--- src/rtl/mmu_req_arbiter.sv ---
// Round-robin arbiter/sequencer sharing the single MMU CPU-side port among NUM_REQ requesters.
// Optional fault logging (fault_count, last_fault_addr) is built when MMU_ARB_FAULT_LOG_EN is defined.
//
// state   | meaning
// S_IDLE  | waiting for any req_valid; grant chosen and accepted combinationally
// S_ISSUE | mmu_en high for one cycle; MMU result sampled at the closing edge
// S_WAIT  | MMU registers its error code; captured at the closing edge
// S_RESP  | one-cycle rsp_valid to the granted requester
module mmu_req_arbiter #(
  parameter int NUM_REQ = 4,
  parameter int IDX_W   = 2
) (
  input  logic                 clk,
  input  logic                 rst_n,
  input  logic [NUM_REQ-1:0]   req_valid,
  output logic [NUM_REQ-1:0]   req_ready,
  input  logic [NUM_REQ*32-1:0] req_addr,
  input  logic [NUM_REQ*32-1:0] req_wdata,
  input  logic [NUM_REQ-1:0]   req_we,
  input  logic [NUM_REQ*6-1:0] req_module,
  output logic [NUM_REQ-1:0]   rsp_valid,
  output logic [31:0]          rsp_rdata,
  output logic [31:0]          rsp_err,
  output logic                 mmu_en,
  output logic                 mmu_we,
  output logic [31:0]          mmu_addr,
  output logic [31:0]          mmu_wdata,
  output logic [5:0]           mmu_module,
  input  logic [31:0]          mmu_rdata,
  input  logic                 mmu_access_allowed,
  input  logic [31:0]          mmu_error_code,
  output logic                 busy,
  output logic [IDX_W-1:0]     grant_idx
`ifdef MMU_ARB_FAULT_LOG_EN
  ,
  output logic [15:0]          fault_count,
  output logic [31:0]          last_fault_addr
`endif
);

  localparam int CW = IDX_W + 1;

  typedef enum logic [1:0] {S_IDLE, S_ISSUE, S_WAIT, S_RESP} state_t;

  state_t           state;
  logic [IDX_W-1:0] rr_ptr;
  logic             we_q;
  logic             allowed_q;
  logic [31:0]      rdata_q;

  logic             pick_found;
  logic [IDX_W-1:0] pick_idx;
  logic [IDX_W-1:0] cand;
  logic [CW-1:0]    cand_sum;
  logic [IDX_W-1:0] rr_next;
  logic [31:0]      pick_addr;
  logic [31:0]      pick_wdata;
  logic             pick_we;
  logic [5:0]       pick_module;

  // Descending scan so the candidate closest to rr_ptr is the one that sticks.
  always_comb begin
    pick_found = 1'b0;
    pick_idx   = '0;
    cand_sum   = '0;
    cand       = '0;
    for (int k = NUM_REQ - 1; k >= 0; k--) begin
      cand_sum = {1'b0, rr_ptr} + CW'(k);
      if (cand_sum >= CW'(NUM_REQ)) cand_sum = cand_sum - CW'(NUM_REQ);
      cand = cand_sum[IDX_W-1:0];
      if (req_valid[cand]) begin
        pick_found = 1'b1;
        pick_idx   = cand;
      end
    end
  end

  assign rr_next     = (pick_idx == IDX_W'(NUM_REQ - 1)) ? '0 : pick_idx + 1'b1;
  assign pick_addr   = req_addr[32*pick_idx +: 32];
  assign pick_wdata  = req_wdata[32*pick_idx +: 32];
  assign pick_we     = req_we[pick_idx];
  assign pick_module = req_module[6*pick_idx +: 6];

  always_comb begin
    req_ready = '0;
    if (rst_n && state == S_IDLE && pick_found) req_ready[pick_idx] = 1'b1;
  end

`ifdef MMU_ARB_FAULT_LOG_EN
  logic [31:0] addr_q;
`endif

  always_ff @(posedge clk or negedge rst_n) begin
    if (!rst_n) begin
      state      <= S_IDLE;
      rr_ptr     <= '0;
      grant_idx  <= '0;
      we_q       <= 1'b0;
      allowed_q  <= 1'b0;
      rdata_q    <= '0;
      busy       <= 1'b0;
      mmu_en     <= 1'b0;
      mmu_we     <= 1'b0;
      mmu_addr   <= '0;
      mmu_wdata  <= '0;
      mmu_module <= '0;
      rsp_valid  <= '0;
      rsp_rdata  <= '0;
      rsp_err    <= '0;
`ifdef MMU_ARB_FAULT_LOG_EN
      addr_q          <= '0;
      fault_count     <= '0;
      last_fault_addr <= '0;
`endif
    end else begin
      case (state)
        S_IDLE: begin
          if (pick_found) begin
            grant_idx  <= pick_idx;
            rr_ptr     <= rr_next;
            we_q       <= pick_we;
            busy       <= 1'b1;
            mmu_en     <= 1'b1;
            mmu_we     <= pick_we;
            mmu_addr   <= pick_addr;
            mmu_wdata  <= pick_wdata;
            mmu_module <= pick_module;
`ifdef MMU_ARB_FAULT_LOG_EN
            addr_q     <= pick_addr;
`endif
            state      <= S_ISSUE;
          end
        end
        S_ISSUE: begin
          allowed_q  <= mmu_access_allowed;
          rdata_q    <= (mmu_access_allowed && !we_q) ? mmu_rdata : 32'h0;
          mmu_en     <= 1'b0;
          mmu_we     <= 1'b0;
          mmu_addr   <= '0;
          mmu_wdata  <= '0;
          mmu_module <= '0;
          state      <= S_WAIT;
        end
        S_WAIT: begin
          rsp_valid[grant_idx] <= 1'b1;
          rsp_rdata            <= allowed_q ? rdata_q : 32'h0;
          rsp_err              <= mmu_error_code;
          state                <= S_RESP;
        end
        S_RESP: begin
`ifdef MMU_ARB_FAULT_LOG_EN
          if (rsp_err != 32'h0) begin
            if (fault_count != 16'hFFFF) fault_count <= fault_count + 16'd1;
            last_fault_addr <= addr_q;
          end
`endif
          rsp_valid <= '0;
          rsp_rdata <= '0;
          rsp_err   <= '0;
          busy      <= 1'b0;
          state     <= S_IDLE;
        end
        default: state <= S_IDLE;
      endcase
    end
  end

endmodule

--- config.mk ---
export PLATFORM = sky130hd
export DESIGN_NAME = mmu_req_arbiter
export DESIGN_NICKNAME = d
export VERILOG_FILES = /design/src/rtl/mmu_req_arbiter.sv
export SDC_FILE = /design/constraint.sdc
export NUM_CORES = 1
export LEC_CHECK = 0
export ABC_AREA = 1
export BUFFER_PORTS_ARGS = -buffer_cell sky130_fd_sc_hd__buf_2
export CAP_MARGIN = 30
export CORE_AREA = 3 3 194 196
export CTS_CLUSTER_SIZE = 12
export DETAILED_ROUTE_END_ITERATION = 10
export DIE_AREA = 0 0 197 199
export HOLD_SLACK_MARGIN = 0.12
export PLACE_DENSITY = 0.52
export SYNTH_ARGS = -nofsm -noshare
export SYNTH_HDL_FRONTEND = slang
export SYNTH_SLANG_ARGS = --single-unit
export TNS_END_PERCENT = 30
--- constraint.sdc ---
create_clock -name clk -period 2.5 [get_ports clk]
set_input_delay 0.375 -clock clk [delete_from_list [all_inputs] [get_ports clk]]
set_output_delay 0.375 -clock clk [all_outputs]
set_load 0.02 [all_outputs]
Word-level counts from Yosys, hierarchy flattened
Index checks and enable logic that the tools add are counted.
Widths: inputs -> output; s select.

word-level totals
  bits in registers = 181
  input port bits = 355

cells by class
  $add $sub $neg = 8
  multipliers = 1
  order comparisons = 12
  equality and inequality tests = 5
  shift operators = 3
  multiplexer cells = 46
  bitwise logic cells = 1
  reduce and logical (&&, ||, !) cells = 13

operators with widths
  operator             count
  $pmux 32 s2          4
  $shiftx 128x8->32    2
  $mux 32              4
  $shiftx 24x6->6      1
  $mux 2               10
  $lt 2x3->1 const B   6
  $mux 1               13
  $pmux 6 s2           1
  $bmux 1 s2           5
  $ge 3x3->1 const B   3
  $pmux 2 s4           1
  $pmux 4 s2           1
  $sub 2x1->2 const B  4
  $add 2x2->3 const B  2
  $eq 2x2->1 const B   3
  $mux 6               1
  $pmux 1 s2           3
  $reduce_and 2->1     3
  $reduce_bool 2->1    3
  $logic_and 1x1->1    5
  $demux 1 s2          2
  $ge 2x1->1 const B   2
  $mul 2x2->4 const A  1
  $mux 4               1
  8 further kinds      8

Longest topological paths before layout
  depth after elaboration = 14
  gate-level depth with buffers = 14

Worst setup path after synthesis
Ideal clock, no wire load.

  path type = reg-to-output
  start point = register rr_ptr[0]
  end point = output port req_ready[2]
  data arrival time = 1.875 ns
  data required time = 2.125 ns
  slack = 0.250 ns
  cell stages (with the launch flop) = 11
  cells stage by stage = dfrtp_1 -> buf_4 -> xnor2_2 -> nand2_1 -> nor2_1 -> nor2_2 -> o21ai_2 -> buf_2 -> ha_1 -> inv_1 -> nor2_1

on the way
  longest elaborated chain between the ends = 14
  elaborated cells on any way between the ends = 38

ends and longest elaborated chain
  item                                                            line  text
  start, declared                                                 46    logic [IDX_W-1:0] rr_ptr;
  start signal, assigned                                          120   rr_ptr <= rr_next;
  $add 2x2->3                                                     68    cand_sum = {1'b0, rr_ptr} + CW'(k);
  $ge 3x3->1 or $sub 2x1->2 (tied branches)                       69    if (cand_sum >= CW'(NUM_REQ)) cand_sum = cand_sum - CW'(NUM_REQ);
  $mux 2                                                          69
  $bmux 1 s2                                                      71    if (req_valid[cand]) begin
  $mux 1 (not written as such)                                    71
  $mux 2 (3 in series)                                            71
  $mux 2 *                                                        71
  named net pick_idx[1]                                           52    logic [IDX_W-1:0] pick_idx;
  $lt 2x3->1 (not written as such) or $ge 2x1->1 (tied branches)  86    if (rst_n && state == S_IDLE && pick_found) req_ready[pick_idx] = 1'b1;
  $logic_and 1x1->1 (not written as such)                         86
  $mux 1 (not written as such)                                    86
  $demux 1 s2 *                                                   86
  $mux 4 *                                                        86
  end, declared                                                   16    output logic [NUM_REQ-1:0] req_ready,

The timed path passes the listed nets; every way through them passes the cells marked *. The select of a mux whose other input is x is not followed.

Final worst setup path
  start point = register rr_ptr[0]
  end point = output port req_ready[2]

on the way
  longest elaborated chain between the ends = 14
  elaborated cells on any way between the ends = 38

ends and longest elaborated chain
  item                                                            line
  $add 2x2->3                                                     68
  $ge 3x3->1 or $sub 2x1->2 (tied branches)                       69
  $mux 2                                                          69
  $bmux 1 s2                                                      71
  $mux 1 (not written as such)                                    71
  $mux 2 (4 in series)                                            71
  $lt 2x3->1 (not written as such) or $ge 2x1->1 (tied branches)  86
  $logic_and 1x1->1 (not written as such)                         86
  $mux 1 (not written as such)                                    86
  $demux 1 s2                                                     86
  $mux 4 *                                                        86

Mark *: on every way between the ends. The rest lies on a longest branch, timed or not. The select of a mux whose other input is x is not followed.

==> impl_metrics.json <==
{
  "run_status": "finished, violations left",
  "violations": "negative setup slack",
  "dr.pass1.iters": 6,
  "clkSlewWorstSetupHoldPaths_ns": 0.08,
  "finalClockSkew_ns": 0.007781,
  "avgSynthCellArea_um2": 7.436,
  "startpoint": "rr_ptr[0]",
  "grt_max_degree": 118,
  "syn_nets": 1700,
  "gp_congestion": 0.8796,
  "fp-row-count": 70,
  "core_area_mm2": 0.03626,
  "cts-buffers-inserted": 17,
  "max-slew-margin-rel_pct": 46.82,
  "fin_crit_ns": 2.580,
  "sequentialPowerShare_pct": 22.9,
  "ys_seq_area_share_pct": 45.59,
  "critPathRequiredTime_ns": 2.12,
  "grt_remaining_overflow": 0,
  "routed_wl_um": 41260,
  "finalSetupViolations": 4,
  "drc": 0,
  "yosysWarnings": 0,
  "holdCritPathClass": "input port to flop",
  "hold_viol_final": 0,
  "numClockSinks": 181,
  "numPortBuffers": 501,
  "r2r_start": "rr_ptr[0]",
  "nFillCells": 3952,
  "antenna_left": 0,
  "syn_area_mm2": 0.009935,
  "cap_violations": 0,
  "pre_cts_slack_ns": 0.1807,
  "viasPerCell": 4.927,
  "crit_path_start_kind": "flop",
  "instances_no_fill": 2280,
  "final_nets": 2149,
  "dieArea_mm2": 0.03920,
  "tightest_slew_ns": 0.7977,
  "track_usage_pct": 20.15,
  "p_total_mw": 20.51,
  "synth.distinct_cells": 29,
  "dp_hpwl_um": 29190,
  "holdCritStartpoint": "mmu_error_code[5]",
  "dpl.cell_count": 2218,
  "fmax_ghz": 0.3875,
  "cp_cell_sequence": "buf_12, xnor2_4, nand2_2, nor2_2, nor2_4, o21ai_4, ha_1, inv_1, nor2_1, buf_4",
  "critical_path_arrival_ns": 2.21,
  "pin_count": 502,
  "grt_first_pass_wirelength_um": 62090,
  "wl_per_cell_um": 18.09,
  "power_density_mw_per_mm2": 1487,
  "rsz0062_at_grt": "yes",
  "switching_share_pct": 52.42,
  "drive_above_1_share_pct": 34.32,
  "die_y_um": 199,
  "postSynthCellCount": 1336,
  "htreeDepth": 4,
  "p_leak_nw": 7.276,
  "ir_drop_mv": 1.194,
  "grt_pass1_vias": 10870,
  "final_util_pct": 38.04,
  "p_int_mw": 9.758,
  "fin_area_mm2": 0.01379,
  "max_stage_delay_ns": 0.46,
  "antenna_found_initial": 17,
  "critical_path_class": "flop to output pin",
  "most-common-layout-cells": "nand3_1, buf_2, nand2_1, dfrtp_1, inv_1",
  "min_period_over_period_pct": 103.2,
  "worst_slack_ns": -0.08037,
  "switchingPower_mw": 10.75,
  "cp_slowest_cell": "dfrtp_2",
  "postPlaceCellArea_mm2": 0.01292,
  "cts_root_buf": "clkbuf_16",
  "power_frac_comb_pct": 64.5,
  "p_clk_share_pct": 12.6,
  "path_max_fanout": 4,
  "die_width_um": 197,
  "clockBufferDepth": 2,
  "initial_utilization_pct": 27.40,
  "yosys_register_bits": 181,
  "areaGrowthSynthToFinish_pct": 38.84,
  "drv_slew": 0,
  "first_iter_violations": 564,
  "clock_latency_ns": 0.44,
  "num_vias": 11230,
  "cts_tree": "built",
  "cp-end-kind": "output pin"
}
flip-flops by register name, indices dropped and copies added, names as in the netlist:
signal and flops:
we_q 1, state 2, busy 1, rsp_rdata 32, rsp_err 32, rdata_q 32
mmu_en 1, mmu_module 6, grant_idx 2, rsp_valid 4, allowed_q 1, mmu_we 1
mmu_addr 32, mmu_wdata 32, rr_ptr 2
power by group through the flow:
stage                     Combinational [mW]  Clock (mW)  Sequential [mW]
final                                   13.2        2.59             4.69
after global placement                  12.7           0             4.71
after floorplan                         7.89           0             5.52
after detailed placement                12.8           0             4.72
after CTS                               13.2        2.67             4.69
after global routing                    14.7        2.77             4.83
layer usage:
metal / vias to the layer above / part of all wire [%] / track usage [%]
li1: 5412 / - / -
met1: 5364 / 42 / 25.78
met2: 405 / 49 / 33.31
met3: 46 / 7.3 / 5.488
met4: 6 / 1.6 / 6.336
met5: - / 0.092 / 0
layout make-up:
cell class / count / area, µm² / area share, %
Inverter: 92 / 351.6 / 2.549
Clock inverter: 13 / 100.1 / 0.7257
Tap cell: 468 / 585.6 / 4.245
Clock buffer: 19 / 442.9 / 3.211
Multi-Input combinational cell: 947 / 4690 / 34.00
Sequential cell: 181 / 4532 / 32.86
Antenna cell: 14 / 35.03 / 0.2540
Timing Repair Buffer: 546 / 3057 / 22.16
worst max-delay path: cells and delay by family, from the launching register on:
kind	cells	cell delay (ns)
simple gates	4	0.45
buf+inv	3	0.35
flops	1	0.46
xor+xnor	1	0.17
fa+ha+maj	1	0.16
compound gates	1	0.18
timing repair:
item                                    CTS  global route
hold buffers                              1             0
pin swaps                                10            15
setup buffers                             9             6
endpoints found under the setup margin    4             4
hold endpoints to repair                 20             0
gates resized for setup                  22            19
through the flow:
stage | hold WS (ns) | setup TNS (ns)
2_1_floorplan | 0.07941 | 0
3_3_place_gp | 0.2583 | 0
3_5_place_dp | 0.2571 | 0
4_1_cts | 0.1387 | -0.2986
5_1_grt | 0.1699 | -0.7475
6_report | 0.1719 | -0.2352
cell families after synthesis:
logic type | Yosys count | share of synthesized area, %
AO/OA/AOI/OAI | 113 | 6.247
XOR/XNOR | 1 | 0.1638
adder cells (fa/ha/maj) | 9 | 1.134
buffers and inverters | 208 | 8.929
flip-flops | 181 | 45.59
AND/OR/NAND/NOR | 824 | 37.93
worst paths after layout:
kind | end | slack, ns | cells after the start
max | req_ready[2] | -0.08 | 10
min | rsp_err[5] | 0.17 | 3
max reg2reg | mmu_addr[8] | 0.16 | 11
min reg2reg | rdata_q[30] | 0.49 | 2
max in group asynchronous | mmu_wdata[4] | 1.20 | 3
min in group asynchronous | rsp_err[12] | 0.37 | 2
synth_stat cells:
cell type | count | area share, %
a21oi_1 | 4 | 0.20
nor2_1 | 10 | 0.38
o21a_1 | 2 | 0.15
ha_1 | 9 | 1.1
buf_1 | 11 | 0.42
buf_6 | 1 | 0.11
nor2_4 | 1 | 0.11
nand2_4 | 1 | 0.11
nand2_1 | 303 | 11
buf_2 | 52 | 2.6
clkinv_1 | 1 | 0.038
o22ai_1 | 33 | 2.1
xnor2_2 | 1 | 0.16
or2_2 | 1 | 0.063
nand2_2 | 3 | 0.19
nor2_2 | 2 | 0.13
buf_4 | 9 | 0.68
inv_1 | 89 | 3.4
nand3_2 | 3 | 0.30
o32ai_1 | 1 | 0.088
clkbuf_1 | 43 | 1.6
nand4_1 | 1 | 0.063
inv_2 | 2 | 0.076
nand3_1 | 499 | 25
o21ai_2 | 1 | 0.088
o21ai_0 | 69 | 3.5
dfrtp_1 | 181 | 46
a31oi_1 | 1 | 0.063
o21ai_1 | 2 | 0.10
No activity file was read; power rests on OpenSTA's default activity.
